File: src/rtl/fetch_stage.sv
// fetch_stage: two-wide instruction fetch stage.
//
// Holds the architectural fetch PC and drives the I-cache line address.
// Each cycle it forms a group of up to two instructions from the returned
// line and registers it for the branch predictor and dispatch. Rollback and
// predicted-taken redirects load a new PC and insert one bubble. Two
// saturating performance counters track accepted instructions and bubbles.
//
// Ports:
//   clock, reset        system clock, synchronous active-high reset
//   proc2Icache_addr    8-byte aligned line address of the fetch PC
//   Icache_data_out     line data: [31:0] at addr, [63:32] at addr+4
//   Icache_valid_out    same-cycle hit (low = miss, retry)
//   dispatch_stall      dispatch cannot take the output group this cycle
//   bp_rollback_en      rollback redirect (overrides stall)
//   bp_take_branch      per-slot predicted-taken for the output group
//   bp_target           redirect PC; bits [1:0] are ignored
//   if_NPC_out          per-slot PC+4
//   if_IR_out           per-slot instruction (NOOP_INST when invalid)
//   if_valid_out        per-slot valid
//   if_PC_reg           current fetch PC
//   perf_fetched        valid instructions accepted by dispatch
//   perf_bubbles        free dispatch cycles with a fully invalid group
module fetch_stage #(
    parameter int          NUM_SUPER = 2,
    parameter logic [63:0] RESET_PC  = 64'h0,
    parameter logic [31:0] NOOP_INST = 32'h47ff041f
) (
    input  logic                       clock,
    input  logic                       reset,
    output logic [63:0]                proc2Icache_addr,
    input  logic [63:0]                Icache_data_out,
    input  logic                       Icache_valid_out,
    input  logic                       dispatch_stall,
    input  logic                       bp_rollback_en,
    input  logic [NUM_SUPER-1:0]       bp_take_branch,
    input  logic [63:0]                bp_target,
    output logic [NUM_SUPER-1:0][63:0] if_NPC_out,
    output logic [NUM_SUPER-1:0][31:0] if_IR_out,
    output logic [NUM_SUPER-1:0]       if_valid_out,
    output logic [63:0]                if_PC_reg,
    output logic [63:0]                perf_fetched,
    output logic [63:0]                perf_bubbles
);

    logic [63:0] pc_reg;
    logic        consume;
    logic        redirect_pred;
    logic        redirect;
    logic        count_en;
    logic [63:0] redirect_pc;
    logic        unused_tgt_bits;

    logic [1:0][31:0] grp_ir;
    logic [1:0][63:0] grp_npc;
    logic [1:0]       grp_valid;
    logic [63:0]      seq_pc;

    logic [63:0] fetched_inc;
    logic [64:0] fetched_sum;
    logic [64:0] bubbles_sum;
    logic [63:0] fetched_next;
    logic [63:0] bubbles_next;

    assign proc2Icache_addr = {pc_reg[63:3], 3'b000};
    assign if_PC_reg        = pc_reg;

    assign consume         = !dispatch_stall;
    assign redirect_pred   = consume && (|bp_take_branch) && !bp_rollback_en;
    assign redirect        = bp_rollback_en || redirect_pred;
    assign count_en        = consume && !bp_rollback_en;
    assign redirect_pc     = {bp_target[63:2], 2'b00};
    assign unused_tgt_bits = ^bp_target[1:0];

    // An odd-word PC only has one instruction left in the line, so slot1
    // is invalid and the next sequential PC is the following line.
    always_comb begin
        grp_npc[0] = pc_reg + 64'd4;
        grp_npc[1] = pc_reg + 64'd8;
        if (pc_reg[2]) begin
            grp_ir[0] = Icache_data_out[63:32];
            grp_ir[1] = NOOP_INST;
            grp_valid = 2'b01;
            seq_pc    = pc_reg + 64'd4;
        end else begin
            grp_ir[0] = Icache_data_out[31:0];
            grp_ir[1] = Icache_data_out[63:32];
            grp_valid = 2'b11;
            seq_pc    = pc_reg + 64'd8;
        end
    end

    // Counters saturate: a carry out of the 64-bit sum pins them at all-ones.
    always_comb begin
        fetched_inc  = 64'(if_valid_out[0]) + 64'(if_valid_out[1]);
        fetched_sum  = {1'b0, perf_fetched} + {1'b0, fetched_inc};
        bubbles_sum  = {1'b0, perf_bubbles} + 65'((if_valid_out == '0) ? 1 : 0);
        fetched_next = fetched_sum[64] ? '1 : fetched_sum[63:0];
        bubbles_next = bubbles_sum[64] ? '1 : bubbles_sum[63:0];
    end

    always_ff @(posedge clock) begin
        if (reset) begin
            pc_reg       <= RESET_PC;
            if_valid_out <= '0;
            if_IR_out    <= {NOOP_INST, NOOP_INST};
            if_NPC_out   <= '0;
            perf_fetched <= '0;
            perf_bubbles <= '0;
        end else begin
            if (count_en) begin
                perf_fetched <= fetched_next;
                perf_bubbles <= bubbles_next;
            end
            if (redirect) begin
                // The line fetched this cycle is on the wrong path.
                pc_reg       <= redirect_pc;
                if_valid_out <= '0;
                if_IR_out    <= {NOOP_INST, NOOP_INST};
                if_NPC_out   <= '0;
            end else if (dispatch_stall) begin
                // Hold PC and output group; a taken prediction waits for consume.
            end else if (!Icache_valid_out) begin
                if_valid_out <= '0;
                if_IR_out    <= {NOOP_INST, NOOP_INST};
                if_NPC_out   <= '0;
            end else begin
                pc_reg       <= seq_pc;
                if_valid_out <= grp_valid;
                if_IR_out    <= grp_ir;
                if_NPC_out   <= grp_npc;
            end
        end
    end

endmodule

File: config.mk
export PLATFORM = sky130hd
export DESIGN_NAME = fetch_stage
export DESIGN_NICKNAME = d
export VERILOG_FILES = /design/src/rtl/fetch_stage.sv
export SDC_FILE = /design/constraint.sdc
export NUM_CORES = 1
export LEC_CHECK = 0
export BUFFER_PORTS_ARGS = -buffer_cell sky130_fd_sc_hd__buf_2
export CAP_MARGIN = 20
export CORE_MARGIN = 2
export CORE_UTILIZATION = 33
export DETAILED_ROUTE_END_ITERATION = 8
export SYNTH_ARGS = -nofsm -noshare
export SYNTH_HDL_FRONTEND = slang
export SYNTH_SLANG_ARGS = --single-unit
export TNS_END_PERCENT = 30
File: constraint.sdc
create_clock -name clock -period 3.85 [get_ports clock]
set_clock_uncertainty 0.1 [all_clocks]
set_input_delay 1.155 -clock clock [delete_from_list [all_inputs] [get_ports clock]]
set_output_delay 1.155 -clock clock [all_outputs]
set_load 0.01 [all_outputs]
-- Word level (Yosys, flattened, before mapping)
Cells that the tools add are included.
- muxes and demuxes: 12
- reductions and logical operators: 12
- $add $sub $neg: 5
- bitwise gates (word level): 1
- equality and inequality tests: 1
- operators by type and width (kind ; number):
    $mux 64 ; 8
    $mux 128 ; 1
    $add 64x1->65 ; 1
    $add 64x2->65 ; 1
    $add 64x3->64 const B ; 1
    $add 64x4->64 const B ; 1
    $mux 2 ; 2
    $reduce_and 2->1 ; 2
    $reduce_or 2->1 ; 2
    $logic_and 1x1->1 ; 3
    $add 1x1->2 ; 1
    $logic_not 1->1 ; 2
    $logic_not 2->1 ; 1
    $ne 2x1->1 const B ; 1
    $reduce_bool 2->1 ; 1
    $logic_or 1x1->1 ; 1
    $mux 1 ; 1
    $not 1->1 ; 1
- output and inout bits: 450
- logic and storage cells: 40
- bits in registers: 386
- input port bits: 135

-- Depth between registers and ports, before layout
Gate-level depths: netlist (run 1).
- depth in word-level cells: 6
- mapped depth: 10
- gate-level depth less buffers: 9

-- Least setup slack after synthesis (run 1)
No wires, ideal clock.
- path kind: input port to flip-flop
- from: input port dispatch_stall
- to: register perf_fetched[44]
- cell stages on the path: 7
- arrival time: 2.807 ns
- library setup time: 0.070 ns
- path buffers: 1
- setup slack: 0.872 ns
- cells stage by stage: buf_2 -> and4bb_2 -> nand4_2 -> nor4_2 -> or3b_1 -> xor2_1 -> a21oi_1
- word-level cells in the longest chain between the ends: 2
- RTL lines (what ; RTL line ; RTL):
    start: declaration ; 34 ; input logic dispatch_stall,
    $logic_not 1->1 ; 68 ; assign consume = !dispatch_stall;
    $logic_and 1x1->1 ; 71 ; assign count_en = consume && !bp_rollback_en;
    end signal: assignment ; 112 ; perf_fetched <= fetched_next;
    end: declaration ; 42 ; output logic [63:0] perf_fetched,
No other way between the ends.
A chain may end at the register's enable or synchronous reset.

-- Final worst setup path (run 1)
- from: register pc_reg[3] (netlist: if_PC_reg[3])
- to: register if_NPC_out[59] (netlist name)
- word-level cells in the longest chain between the ends: 2
- RTL lines (what ; RTL line ; RTL):
    start: declaration ; 46 ; logic [63:0] pc_reg;
    start signal: assignment ; 117 ; pc_reg <= redirect_pc;
    start signal: assignment ; 128 ; pc_reg <= seq_pc;
    $add 64x3->64 ; 78 ; grp_npc[0] = pc_reg + 64'd4;
    $mux 128 ; 123 ; end else if (!Icache_valid_out) begin
    end signal: assignment ; 131 ; if_NPC_out <= grp_npc;
    end: declaration ; 38 ; output logic [NUM_SUPER-1:0][63:0] if_NPC_out,
No other way between the ends.

==> results of run 1 <==
## metal layers
layer	wire length, um	GRT usage	share of wire	vias to the layer above
li1	-	-	-	9141
met1	32600	0.320	0.40	9490
met2	39400	0.433	0.48	884
met3	6260	0.0551	0.077	153
met4	3180	0.102	0.039	4
met5	27	0	0.00033	-
## power groups by stage
stage	combinational [mW]	clock, mW	sequential [mW]
final	0.925	4.38	4.13
after global routing	0.991	4.62	4.14
after CTS	0.923	4.47	4.13
after detailed placement	0.918	0	4.21
after global placement	0.915	0	4.21
after floorplan	0.577	0	4.16
## logic make-up after synthesis
logic type	synth area share
AND/OR/NAND/NOR	0.244
AO/OA/AOI/OAI	0.154
flip-flops	0.393
buffers and inverters	0.0743
XOR/XNOR	0.108
multiplexers	0.0219
adder cells (fa/ha/maj)	0.00558
other	0.000194
## worst max-delay path: stages (launching register included)
cell and delay (ns):
dfxtp_1 0.57, ha_1 0.39, nand3_1 0.28, nor4_1 0.48
nand2_1 0.44, nor4_1 0.63, xnor2_1 0.19, o21ai_1 0.07
## through the flow
step | instance area (um^2) | total power [mW] | util | worst slack, ns
2_1_floorplan | 19300 | 4.74 | - | 0.872
3_3_place_gp | 22500 | 5.12 | 0.391 | 0.327
3_5_place_dp | 22500 | 5.13 | 0.391 | 0.312
4_1_cts | 24000 | 9.52 | 0.417 | 0.665
5_1_grt | 24000 | 9.75 | 0.417 | 0.447
6_report | 24000 | 9.43 | 0.417 | 0.572
## layout by cell type (no fill, tap or decap), types with 71 or more instances in the layout
master,netlist,final
a21oi_1,144,144
buf_2,37,571
buf_4,77,71
dfxtp_1,379,378
nand2_1,269,267
nand3_1,91,90
nand4_1,72,72
nor2_1,212,209
nor3_1,85,85
o21ai_0,119,119
xnor2_1,156,156
xor2_1,81,81
## how the worst max path moves through the flow
| stage | startpoint | depth (start not counted) | endpoint | slack (ns) |
|---|---|---|---|---|
| 2_1_floorplan | dispatch_stall | 7 | perf_fetched[44] | 0.87 |
| 3_3_place_gp | dispatch_stall | 6 | if_IR_out[55] | 0.33 |
| 3_5_place_dp | dispatch_stall | 6 | if_IR_out[55] | 0.31 |
| 4_1_cts | if_PC_reg[3] | 7 | if_NPC_out[59] | 0.66 |
| 5_1_grt | if_PC_reg[3] | 7 | if_PC_reg[59] | 0.45 |
| 6_report | if_PC_reg[3] | 7 | if_NPC_out[59] | 0.57 |
## final cells by class
class                           count  area, um^2  share of cell area
Clock buffer                       64        1310              0.0544
Inverter                           30         113             0.00468
Sequential cell                   379        7590               0.316
Tap cell                          765         957              0.0398
Antenna cell                        2        5.00            0.000208
Multi-Input combinational cell   1702       10400               0.431
Timing Repair Buffer              650        3530               0.147
Clock inverter                     17         188             0.00780
==> results.toml, run 1 <==
[power]
power_frac_comb = 0.098
p_sw_mw = 2.52
power_leakage_nw = 9.41
sw_frac_of_total = 0.267
power.share.sequential = 0.438
irDropWorstVdd_mv = 0.255
power_density_mw_per_mm2 = 392
p_int_mw = 6.91
power_frac_clock = 0.464

[synthesis]
synth-seq-cells = 379
yosysMostFrequentCell = "dfxtp_1"
avgSynthCellArea_um2 = 8.20
yosysTopAreaCell = "dfxtp_1"
synth_area_mm2 = 0.0193
synth_edf_count = 0
netlist_top_cells_count = "dfxtp_1, nand2_1, nor2_1, xnor2_1, a21oi_1"
yosysTopAreaCellShare = 0.393
yosysWarnings = 0
synth_area_leaders = "dfxtp_1, xnor2_1, nand2_1"
synth.distinct_cells = 78
ys_seq_area_frac = 0.393
async_flop_share = 0
synth-main-ff-cell = "dfxtp_1"
syn_inst = 2353

[timing]
slew_viol_final = 0
fmax_ghz = 0.305
holdWs_ns = 0.346
min_period_ns = 3.28
worstMarginPinSlew_ns = 1.11
setup_violations = 0
rsz0062_at_grt = "false"
fin_setup_tns_ns = 0
relSlewSlack = 0.259
period_share = 0.851
hold_viol_final = 0

[critical_path]
regToRegSetupSlack_ns = 0.57
start_kind = "register"
reg2reg_depth = 7
endpoint_kind = "register"
path_max_fanout = 9
path_class = "register to register"
worstPathArrival_ns = 3.63
rr_endpoint = "if_NPC_out[59]"
timing.rr.start = "if_PC_reg[3]"
required_ns = 4.20

[global_routing]
grt_usage = 0.258
grt-ovfl-total = 0
grt_max_degree = 142
antenna_found_initial = 6
grt_pass1_vias = 18688
grt_pass1_wl_um = 119000

[final_layout]
largest_register = "if_NPC_out"
finalNonFillerCells = 3609
largest_reg_flops = 124
syn_to_final_growth_pct = 24.7
nets = 2951
drive_above_1_share = 0.293
nFillCells = 5925

[min_path]
hold_path_class = "register to register"
worstHoldPathCells = 2
min_to = "if_NPC_out[114]"
hp-start = "if_NPC_out[114]"

[place]
dp.cells = 3525
io_buffers = 573
dpl.hpwl_um = 61400
gp_congestion = 0.914

[detailed_routing]
wirelength_um = 81500
drt_iter0_markers = 1455
vias = 19672
routedWlPerCell_um = 22.6
viasPerCell = 5.45
first_pass_iters = 5
drc = 0
postRouteAntennaNets = 0

[die]
fp.dieH_um = 246
fp.dieArea_mm2 = 0.0604
fp.dieW_um = 246
rows = 88
core_mm2 = 0.0577
start_util = 0.334
boundaryPins = 585

[clock_tree]
hold_buffers = 0
cts_tree = "built"
cts_made_buffers = 45
htreeDepth = 2
post_cts_buffers = 0
clk_pin_slew_ns = 0.06
cts.path.max_buffers = 3
cts_resized = 0
worstSkewPairLatency_ns = 0.59
cts_root_buf = "clkbuf_16"
cts.sinks = 379

[run_status]
outcome = "finished clean"

[job]
cap_violations = 0
Note: power is estimated with default switching activity, not from simulation.
==> inputs of run 2 (changes only) <==
--- a/config.mk
+++ b/config.mk
@@ -7,9 +7,11 @@
 export LEC_CHECK = 0
 export BUFFER_PORTS_ARGS = -buffer_cell sky130_fd_sc_hd__buf_2
 export CAP_MARGIN = 20
+export CORE_ASPECT_RATIO = 1.1
 export CORE_MARGIN = 2
 export CORE_UTILIZATION = 33
 export DETAILED_ROUTE_END_ITERATION = 8
+export RECOVER_POWER = 100
 export SYNTH_ARGS = -nofsm -noshare
 export SYNTH_HDL_FRONTEND = slang
 export SYNTH_SLANG_ARGS = --single-unit
==> run 2 against run 1 <==
Flip-flop and latch count did not move. Clock-buffer cell count fell by 4. Sequential share of layout area rose by 1.0 points. Combinational power fell by 6.6%. Largest cell class unchanged. Worst setup slack got worse by 0.21 ns. Total power rose by 1.3%.
==> results.toml, run 2 (synthesis gave the netlist of run 1 again) <==
[critical_path]
endpoint_kind = "register"
timing.rr.start = "if_PC_reg[5]"
path_class = "input pin to register"
crit_path_start = "dispatch_stall"
critPathTopFamily = "buffers and inverters"
start_kind = "input pin"
path_cells = "buf_4 -> clkbuf_2 -> o21ai_0 -> clkbuf_1 -> nor2_2 -> clkbuf_2 -> nand3_1 -> o21ai_0"
required_ns = 4.21
cpMaxStageDelayCell = "clkbuf_1"
worstPathArrival_ns = 3.85
critPathBufInv = 4
path_max_fanout = 40
slowest_delay_ns = 0.66

[final_layout]
antenna_cells = 0
final_area_mm2 = 0.0233
nets = 2950
drive_above_1_share = 0.129
final_common_cell = "clkbuf_1"
syn_to_final_growth_pct = 20.8
layout_common_cells = "clkbuf_1, dfxtp_1, nand2_1"
largest_reg_flops = 124
finalNonFillerCells = 3596
largest_register = "if_NPC_out"

[place]
dpl-instance-area_mm2 = 0.0225
gp_congestion = 0.943
dpl.hpwl_um = 60200
io_buffers = 573
dp.cells = 3512
place_ws_ns = 0.375

[global_routing]
grt_usage = 0.256
grt-ovfl-total = 0
grt_max_degree = 81
grt_pass1_wl_um = 118000
grt_pass1_vias = 18670
antenna_found_initial = 5

[timing]
hold_viol_final = 0
worstMarginPinSlew_ns = 1.42
min_period_ns = 3.49
fmax_ghz = 0.286
fin_setup_tns_ns = 0
relSlewSlack = 0.0447
rsz0062_at_grt = "false"
timing.final.ws_setup_ns = 0.358
slew_viol_final = 0
period_share = 0.907
setup_violations = 0

[detailed_routing]
postRouteAntennaNets = 0
first_pass_iters = 6
drt_iter0_markers = 1415
wirelength_um = 80700
drc = 0
viasPerCell = 5.45
vias = 19613
routedWlPerCell_um = 22.4

[job]
cap_violations = 0

[min_path]
hold_path_class = "register to register"
hp-start = "if_NPC_out[28]"

[clock_tree]
hold_buffers = 0
post_cts_buffers = 0
cts.sinks = 379
cts_tree = "built"
htreeDepth = 2
worstSkewPairLatency_ns = 0.59
cts_resized = 0
cts_made_buffers = 45
clk_pin_slew_ns = 0.06
cts_root_buf = "clkbuf_16"
cts.path.max_buffers = 3

[die]
fp.dieH_um = 258
start_util = 0.335
boundaryPins = 585
core_mm2 = 0.0576
fp.dieArea_mm2 = 0.0604
fp.dieW_um = 235
rows = 92

[power]
power_leakage_nw = 7.66
power_density_mw_per_mm2 = 410
irDropWorstVdd_mv = 0.289

[run_status]
outcome = "finished clean"
[run 2: cell count changes in the layout (fill, tap and decap cells not counted), sizes merged]
| cell | previous run | this run |
|---|---|---|
| bufinv | 3 | 5 |
| inv | 30 | 31 |
| buf | 650 | 194 |
| clkinvlp | 2 | 4 |
| clkbuf | 64 | 515 |
| diode | 2 | 0 |
| clkinv | 12 | 14 |
[run 2: worst reg2reg max path, cell delays in order (launching register included)]
cell and delay, ns:
dfxtp_1 0.36, clkbuf_1 0.52, nand3_1 0.43, nor3_2 0.48
o21ai_0 0.60, o41ai_1 0.54, o31a_1 0.19, o22ai_1 0.07
[run 2: report_power, final]
part           leakage (nW)  internal (mW)  switching (mW)
logic                  3.81          0.302           0.562
registers              3.07           3.99           0.138
clock network         0.780           2.74            1.82
[run 2: final timing paths]
kind | endpoint | cells past startpoint | slack (ns)
setup reg to reg | if_PC_reg[52] | 7 | 0.43
hold reg to reg | if_NPC_out[28] | 2 | 0.35
setup / recovery | if_NPC_out[20] | 8 | 0.36
hold / removal | if_NPC_out[28] | 2 | 0.35
[run 2: per-stage QoR]
stage               total power, mW  hold slack [ns]   util
global placement               5.11            0.332  0.391
detailed placement             5.12            0.337  0.391
floorplan                      4.74            0.370      -
global route                   9.89            0.379  0.405
CTS                            9.71            0.350  0.419
finish                         9.56            0.348  0.405
[run 2: final cells by class]
cell class	count	area, um^2
tap	752	941
multi-input combinational	1702	10200
sequential	379	7590
clock buffer	60	1320
inverter	30	113
fill	6174	34300
clock inverter	24	267
timing repair buffer	649	2840
[run 2: routing by layer]
layer / wire length [um] / track usage / up-vias
li1: - / - / 9145
met1: 30900 / 0.304 / 9413
met2: 39000 / 0.436 / 868
met3: 6700 / 0.0595 / 179
met4: 4060 / 0.116 / 8
met5: 46 / 0 / -
